--- config.mk ---
export PLATFORM = sky130hd
export DESIGN_NAME = rtc_alarm_core
export DESIGN_NICKNAME = d
export VERILOG_FILES = /design/src/rtl/rtc_alarm_core.sv
export SDC_FILE = /design/constraint.sdc
export NUM_CORES = 1
export LEC_CHECK = 0
export CAP_MARGIN = 30
export CELL_PAD_IN_SITES_DETAIL_PLACEMENT = 0
export CELL_PAD_IN_SITES_GLOBAL_PLACEMENT = 1
export CORE_MARGIN = 5
export CORE_UTILIZATION = 27
export DETAILED_ROUTE_END_ITERATION = 12
export GPL_TIMING_DRIVEN = 0
export PLACE_DENSITY = 0.84
export SYNTH_ARGS = -nofsm -noshare
export SYNTH_HDL_FRONTEND = slang
export SYNTH_HIERARCHICAL = 1
export SYNTH_SLANG_ARGS = --single-unit
--- constraint.sdc ---
create_clock -name rtc_clk_i -period 2.7 [get_ports rtc_clk_i]
set_clock_uncertainty 0.2 [all_clocks]
set_input_delay 0.675 -clock rtc_clk_i [delete_from_list [all_inputs] [get_ports rtc_clk_i]]
set_output_delay 0.675 -clock rtc_clk_i [all_outputs]
set_load 0.01 [all_outputs]
--- src/rtl/rtc_alarm_core.sv ---
// Real-time counter core: prescaled loadable counter with ALARM_NUM sticky compare flags and an overflow flag.
// Optional build macro RTC_TICK_IRQ_EN adds a sticky tick flag (tick_irq_o / tick_clr_i).
module rtc_alarm_ch #(
  parameter int W = 32
) (
  input  logic         clk_i,
  input  logic         rst_n_i,
  input  logic         inc_i,
  input  logic         en_i,
  input  logic [W-1:0] nxt_i,
  input  logic [W-1:0] val_i,
  input  logic         clr_i,
  output logic         flag_o
);
  logic flag_q, flag_d;

  // A set on the same edge as a clear wins.
  always_comb flag_d = (inc_i & en_i & (nxt_i == val_i)) | (flag_q & ~clr_i);

  always_ff @(posedge clk_i) begin
    if (!rst_n_i) flag_q <= 1'b0;
    else          flag_q <= flag_d;
  end

  assign flag_o = flag_q;
endmodule

module rtc_alarm_core #(
  parameter int CNT_WIDTH = 32,
  parameter int PSC_WIDTH = 20,
  parameter int ALARM_NUM = 4
) (
  input  logic                           rtc_clk_i,
  input  logic                           rtc_rst_n_i,
  input  logic                           en_i,
  input  logic [PSC_WIDTH-1:0]           psc_i,
  input  logic                           load_i,
  input  logic [CNT_WIDTH-1:0]           load_val_i,
  input  logic [ALARM_NUM-1:0]           alrm_en_i,
  input  logic [ALARM_NUM*CNT_WIDTH-1:0] alrm_val_i,
  input  logic [ALARM_NUM:0]             irq_clr_i,
`ifdef RTC_TICK_IRQ_EN
  input  logic                           tick_clr_i,
  output logic                           tick_irq_o,
`endif
  output logic [CNT_WIDTH-1:0]           cnt_o,
  output logic                           tick_o,
  output logic [ALARM_NUM-1:0]           alrm_irq_o,
  output logic                           ovf_irq_o,
  output logic                           irq_o
);
  logic [PSC_WIDTH-1:0] psc_q, psc_d;
  logic [CNT_WIDTH-1:0] cnt_q, cnt_d, cnt_inc;
  logic                 tick_q, ovf_q, ovf_d, inc;

  assign cnt_inc = cnt_q + CNT_WIDTH'(1);
  // Load overrides the increment entirely: no tick, no compare, no overflow.
  assign inc     = en_i & ~load_i & (psc_q == psc_i);

  always_comb begin
    psc_d = psc_q;
    cnt_d = cnt_q;
    if (load_i) begin
      psc_d = '0;
      cnt_d = load_val_i;
    end else if (en_i) begin
      psc_d = (psc_q == psc_i) ? '0 : psc_q + PSC_WIDTH'(1);
      if (inc) cnt_d = cnt_inc;
    end
    ovf_d = (inc & (&cnt_q)) | (ovf_q & ~irq_clr_i[ALARM_NUM]);
  end

  always_ff @(posedge rtc_clk_i) begin
    if (!rtc_rst_n_i) begin
      psc_q  <= '0;
      cnt_q  <= '0;
      tick_q <= 1'b0;
      ovf_q  <= 1'b0;
    end else begin
      psc_q  <= psc_d;
      cnt_q  <= cnt_d;
      tick_q <= inc;
      ovf_q  <= ovf_d;
    end
  end

  for (genvar k = 0; k < ALARM_NUM; k++) begin : g_ch
    rtc_alarm_ch #(.W(CNT_WIDTH)) u_ch (
      .clk_i   (rtc_clk_i),
      .rst_n_i (rtc_rst_n_i),
      .inc_i   (inc),
      .en_i    (alrm_en_i[k]),
      .nxt_i   (cnt_inc),
      .val_i   (alrm_val_i[k*CNT_WIDTH +: CNT_WIDTH]),
      .clr_i   (irq_clr_i[k]),
      .flag_o  (alrm_irq_o[k])
    );
  end

`ifdef RTC_TICK_IRQ_EN
  logic tirq_q;
  always_ff @(posedge rtc_clk_i) begin
    if (!rtc_rst_n_i) tirq_q <= 1'b0;
    else              tirq_q <= inc | (tirq_q & ~tick_clr_i);
  end
  assign tick_irq_o = tirq_q;
  assign irq_o      = (|alrm_irq_o) | ovf_q | tirq_q;
`else
  assign irq_o      = (|alrm_irq_o) | ovf_q;
`endif

  assign cnt_o     = cnt_q;
  assign tick_o    = tick_q;
  assign ovf_irq_o = ovf_q;
endmodule
# --- Word level (Yosys, flattened, before mapping) ---
# Cells that the tools add are included.
word_totals:
  register_bits: 58
  latch_bits: 0
  ram_bits: 0
  mem_bits_ro: 0
  out_inout_bits: 39
  elab_cells: 54
  memories: 0
classes:
  addsub: 2
  n_mul: 0
  n_div: 0
  order_cmp: 0
  n_eq_ne: 5
  n_shift: 0
  n_mux: 4
  bitwise: 29
  reduce_logical: 6
ops:
  columns: ["op", "n"]
  rows:
  - ["$eq 32x32->1", 4]
  - ["$mux 32", 3]
  - ["$add 32x1->32 const B", 1]
  - ["$reduce_and 32->1", 1]
  - ["$add 20x1->20 const B", 1]
  - ["$eq 20x20->1", 1]
  - ["$mux 20", 1]
  - ["$and 1x1->1", 16]
  - ["$not 1->1", 7]
  - ["$or 1x1->1", 6]
  - ["$reduce_bool 2->1", 2]
  - ["$reduce_or 4->1", 1]
  - ["$reduce_and 2->1", 1]
  - ["$reduce_or 2->1", 1]

# --- Longest topological paths before layout ---
depth:
  depth_word: 6
  mapped_depth: 12
  ltp_nobuf: 10

# --- Hierarchy ---
# Netlist, hierarchy kept.
by_module_without_submodules:
  columns: ["module", "instances", "cells_per_inst", "area_each_um2", "seq_area_each_um2"]
  rows:
  - ["rtc_alarm_core", 1, 484, 3747.3, 1081.0]
  - ["rtc_alarm_ch", 4, 47, 384.1, 20.0]

# --- Least setup slack after synthesis ---
# OpenSTA, ideal clock, no wires.
synth_timing:
  path_type: "register -> register"
  start: "register cnt_q[0], in the netlist cnt_o[0]"
  end: "register g_ch[0].u_ch.flag_q"
  setup_ns: 0.059
  arrival_ns: 2.630
  t_required_ns: 2.441
  path_slack_ns: -0.189
  path_stages_with_launch: 11
  path_buffers: 0
  period_less_slack_ns: 2.889
  cell_sequence: "dfxtp_1 ha_1 nand3_1 nor4_1 and3_1 xor2_1 xnor2_1 nand4_1 nor4_1 nand3_1 nand2_1"
synth_between:
  elab_chain_cells: 4
synth_lines:
  columns: ["element", "line", "source"]
  rows:
  - ["start, declared", "53", "logic [CNT_WIDTH-1:0] cnt_q, cnt_d, cnt_inc;"]
  - ["start signal, assigned", "81", "cnt_q <= cnt_d;"]
  - ["$add 32x1->32", "56", "assign cnt_inc = cnt_q + CNT_WIDTH'(1);"]
  - ["net cnt_inc[18]", "53", null]
  - ["$eq 32x32->1", "18", "always_comb flag_d = (inc_i & en_i & (nxt_i == val_i)) | (flag_q & ~clr_i);"]
  - ["$and 1x1->1", "18", null]
  - ["$or 1x1->1", "18", null]
  - ["end signal, assigned", "22", "else flag_q <= flag_d;"]
  - ["end, declared", "15", "logic flag_q, flag_d;"]
# The timed path passes the listed nets, and every way through them passes these cells.
# A chain may end at the register's enable or synchronous reset.

# --- Worst setup path after layout ---
layout_timing:
  start: "register cnt_q[11], in the netlist cnt_o[11]"
  end: "register g_ch[3].u_ch.flag_q"
layout_between:
  elab_chain_cells: 4
layout_lines:
  columns: ["element", "line"]
  rows:
  - ["$add 32x1->32", "56"]
  - ["net cnt_inc[23]", "53"]
  - ["$eq 32x32->1", "18"]
  - ["$and 1x1->1", "18"]
  - ["$or 1x1->1", "18"]
  - ["end signal, assigned", "22"]
  - ["end, declared", "15"]
# The timed path passes the listed nets, and every way through them passes these cells.

==> impl_results.md <==
* Leakage at 3.50 nW
* Min Tclk post-route at 2960 ps
* Longest Clk Path Bufs at 2
* Arrival @ worst endpoint at 3040 ps
* Initial DRC Count at 405
* Syn avg cell area at 7.86 um2
* Net Sw Frac at 27.8%
* CTS tree: yes
* Setup crit start: cnt_o[11]
* Final wirelength at 25500 um
* Worst-path clk slew at 50 ps
* Max_cap viols at 0
* Setup Viol. Count Final at 4
* Worst reg2reg startpoint: cnt_o[11]
* HPWL after DPL at 19100 um
* Combinational Power Share at 30.9%
* Tot Pwr at 3.31 mW
* Gr usage total at 20.7%
* CP Capture Type: register
* Violated checks: setup timing
* Number of diodes at 0
* Critical path class: register to register
* Worst-path maximum fanout at 8
* Pre-CTS WS at -1310 ps
* Max-slew violations at 0
* I/O pin total at 232
* Sequential share of the synthesized area at 22.0%
* H-tree Lvls at 3
* Synth-to-Final Area Change at 83.6%
* Total number of vias at 6466
* Max-slew headroom at 42.5%
* GP Congestion at 0.903
* Die width at 150 um
* Clock sinks at 58
* Final worst slack at -259 ps
* Final Hold Fails at 0
* Seq pwr share at 29.0%
* Drt drc at 0
* Drt pass-1 iters at 6
* IO Port Bufs at 230
* Vias in the first global route at 6315
* Core area at 0.0193 mm2
* Largest net degree at the start of global routing at 13
* Warnings, synthesis at 6
* Post-Place Cells at 1167
* CTS root buf: clkbuf_16
* NumNets Final at 1165
* # rows at 51
* EDFF count, synth at 0
* Final hold slack at 303 ps
* Tcrit/Tclk final at 110%
* Critical Path RT at 2780 ps
* Antenna-violating nets left at 0
* Maximum clock frequency at 338 MHz
* First-pass GRT wire length at 35700 um
* Pwr dens at 342 mW/mm2
* Mapped cell area at 0.00528 mm2
* Fraction of layout cells with a size suffix above 1 at 21.7%
* Status: complete, but fails checks
* Grt ovf at 0
* Fraction of registers with async set/reset at 0%
* P_int at 2.39 mW
* Hold path start: g_ch[2].u_ch/flag_o
* Slew @ Worst Pin at 856 ps
* Initial core utilization at 27.3%
* CTS buffer count at 9
* Switching pwr at 0.922 mW
* Vias per cell at 5.21
* #FFs+latches synth at 58
* Die area at 0.0225 mm2
* Synth unique cells at 42
* Clock power frac at 40.1%
* Routed WL per cell at 20.5 um
* Top_reg_cell synth: dfxtp_1
* VDD IR max at 357 uV
* Worst-skew pair later-pin latency at 340 ps
* Die Ht at 150 um
* Gate Count Post-Synth at 672
* CP Launch Type: register
* Initial antenna violation count at 0
* Hold Crit Class: register to register
* Net Count, Synth at 867
* RSZ-0062 raised after global routing: yes
* Post-route insts no fill at 1240
## cells by family (layout without fill, tap and decap cells)
logic type	after synthesis	count (layout)	share of synthesized area [%]
and+or+nand+nor	299	299	31.6
DFF	58	58	22.0
adders and majority gates	2	2	0.474
AOI/OAI and AO/OA	72	72	9.59
muxes	1	1	0.189
xor gates and xnor gates	198	198	33.0
buffers and inverters	42	345	3.22
## Yosys cell counts, types with 3 or more instances
cell type  instances  area [um2]
a211oi_1           9        67.6
a311oi_1          15         131
and3_1            19         119
and4_1            16         140
buf_2             10        50.1
clkbuf_1          30         113
dfxtp_1           58        1160
nand2_1           31         116
nand3_1           31         155
nand3b_1           5        37.5
nand4_1           66         413
nor2_1            49         184
nor2b_1           15        93.8
nor3_1            25         125
nor3b_1            9        67.6
nor4_1            23         144
o211ai_1           3        22.5
o21ai_0           25         125
o311a_1            3        30.0
o31a_1             4        35.0
or4_1              4        30.0
xnor2_1          154        1350
xor2_1            43         377
## worst max-delay path, stage by stage (launching register included)
cell	delay (ps)
dfxtp_4	370
nand4_1	130
buf_4	180
nor4_4	290
buf_6	170
and2_4	180
nand3_4	100
xnor2_4	300
xnor2_1	190
nand4_1	220
nor4_4	360
nand3_1	140
nand2_1	80
## placed cells by master, fill, tap and decap left out, types with 13 or more instances in the layout
cell type / synthesis / routed
a311oi_1: 15 / 15
and3_1: 19 / 15
and4_1: 16 / 14
buf_4: 0 / 57
buf_6: 0 / 13
clkdlybuf4s50_1: 0 / 222
dfxtp_1: 58 / 35
dfxtp_2: 0 / 16
nand2_1: 31 / 27
nand3_1: 31 / 27
nand4_1: 66 / 66
nor2_1: 49 / 44
nor2b_1: 15 / 15
nor3_1: 25 / 24
o21ai_0: 25 / 25
xnor2_1: 154 / 126
xnor2_2: 1 / 21
xor2_1: 43 / 33
## timing repair
item                       4_1_cts  5_1_grt
hold buffers                     0        0
buffers inserted                26       33
gates resized for setup        128       83
pin swaps                       32       36
setup endpoints to repair       36       54
cloned                           0        2
## power by group through the flow
stage	Sequential [mW]	Clock, mW	Combinational (mW)
detailed placement	0.964	0	0.900
global route	0.966	1.37	1.09
finish	0.962	1.33	1.02
CTS	0.957	1.34	0.967
floorplan	0.961	0	0.405
global placement	0.964	0	0.891
## path summary, 6_finish.rpt
kind / to / slack (ps) / cells past startpoint
worst min-delay path: g_ch[2].u_ch/flag_o / 300 / 2
worst max register to register: g_ch[3].u_ch/flag_o / -260 / 12
worst max-delay path: g_ch[3].u_ch/flag_o / -260 / 12
worst min register to register: g_ch[2].u_ch/flag_o / 300 / 2
## state kept, by name, indices dropped and copies added, names as in the netlist
register          count
psc_q                20
cnt_o                32
ovf_irq_o             1
g_ch.u_ch/flag_o      4
tick_o                1
## through the flow
stage / instance area, um2 / utilization (%) / TNS [ps]
global placement: 8010 / 41.4 / -32520
CTS: 9150 / 47.3 / -899
detailed placement: 8010 / 41.4 / -31740
finish: 9700 / 50.2 / -830
global route: 9700 / 50.2 / -1490
floorplan: 5370 / - / 0
## layout make-up
type / instances / area (um2)
Fill cell: 1788 / 9630
Multi-Input combinational cell: 572 / 4760
Timing Repair Buffer: 291 / 2810
Clock buffer: 10 / 229
Tap cell: 265 / 332
Buffer: 36 / 253
Sequential cell: 58 / 1210
Clock inverter: 6 / 105
Inverter: 2 / 7.51
## layer usage
layer | global-route usage, % | share of wire (%) | up-vias
met5 | 0 | 0 | -
met4 | 6.72 | 2.5 | 0
met3 | 7.48 | 11 | 44
met2 | 36.5 | 49 | 319
met1 | 23.3 | 38 | 3061
li1 | - | - | 3042
(Power assumes the default switching activity.)
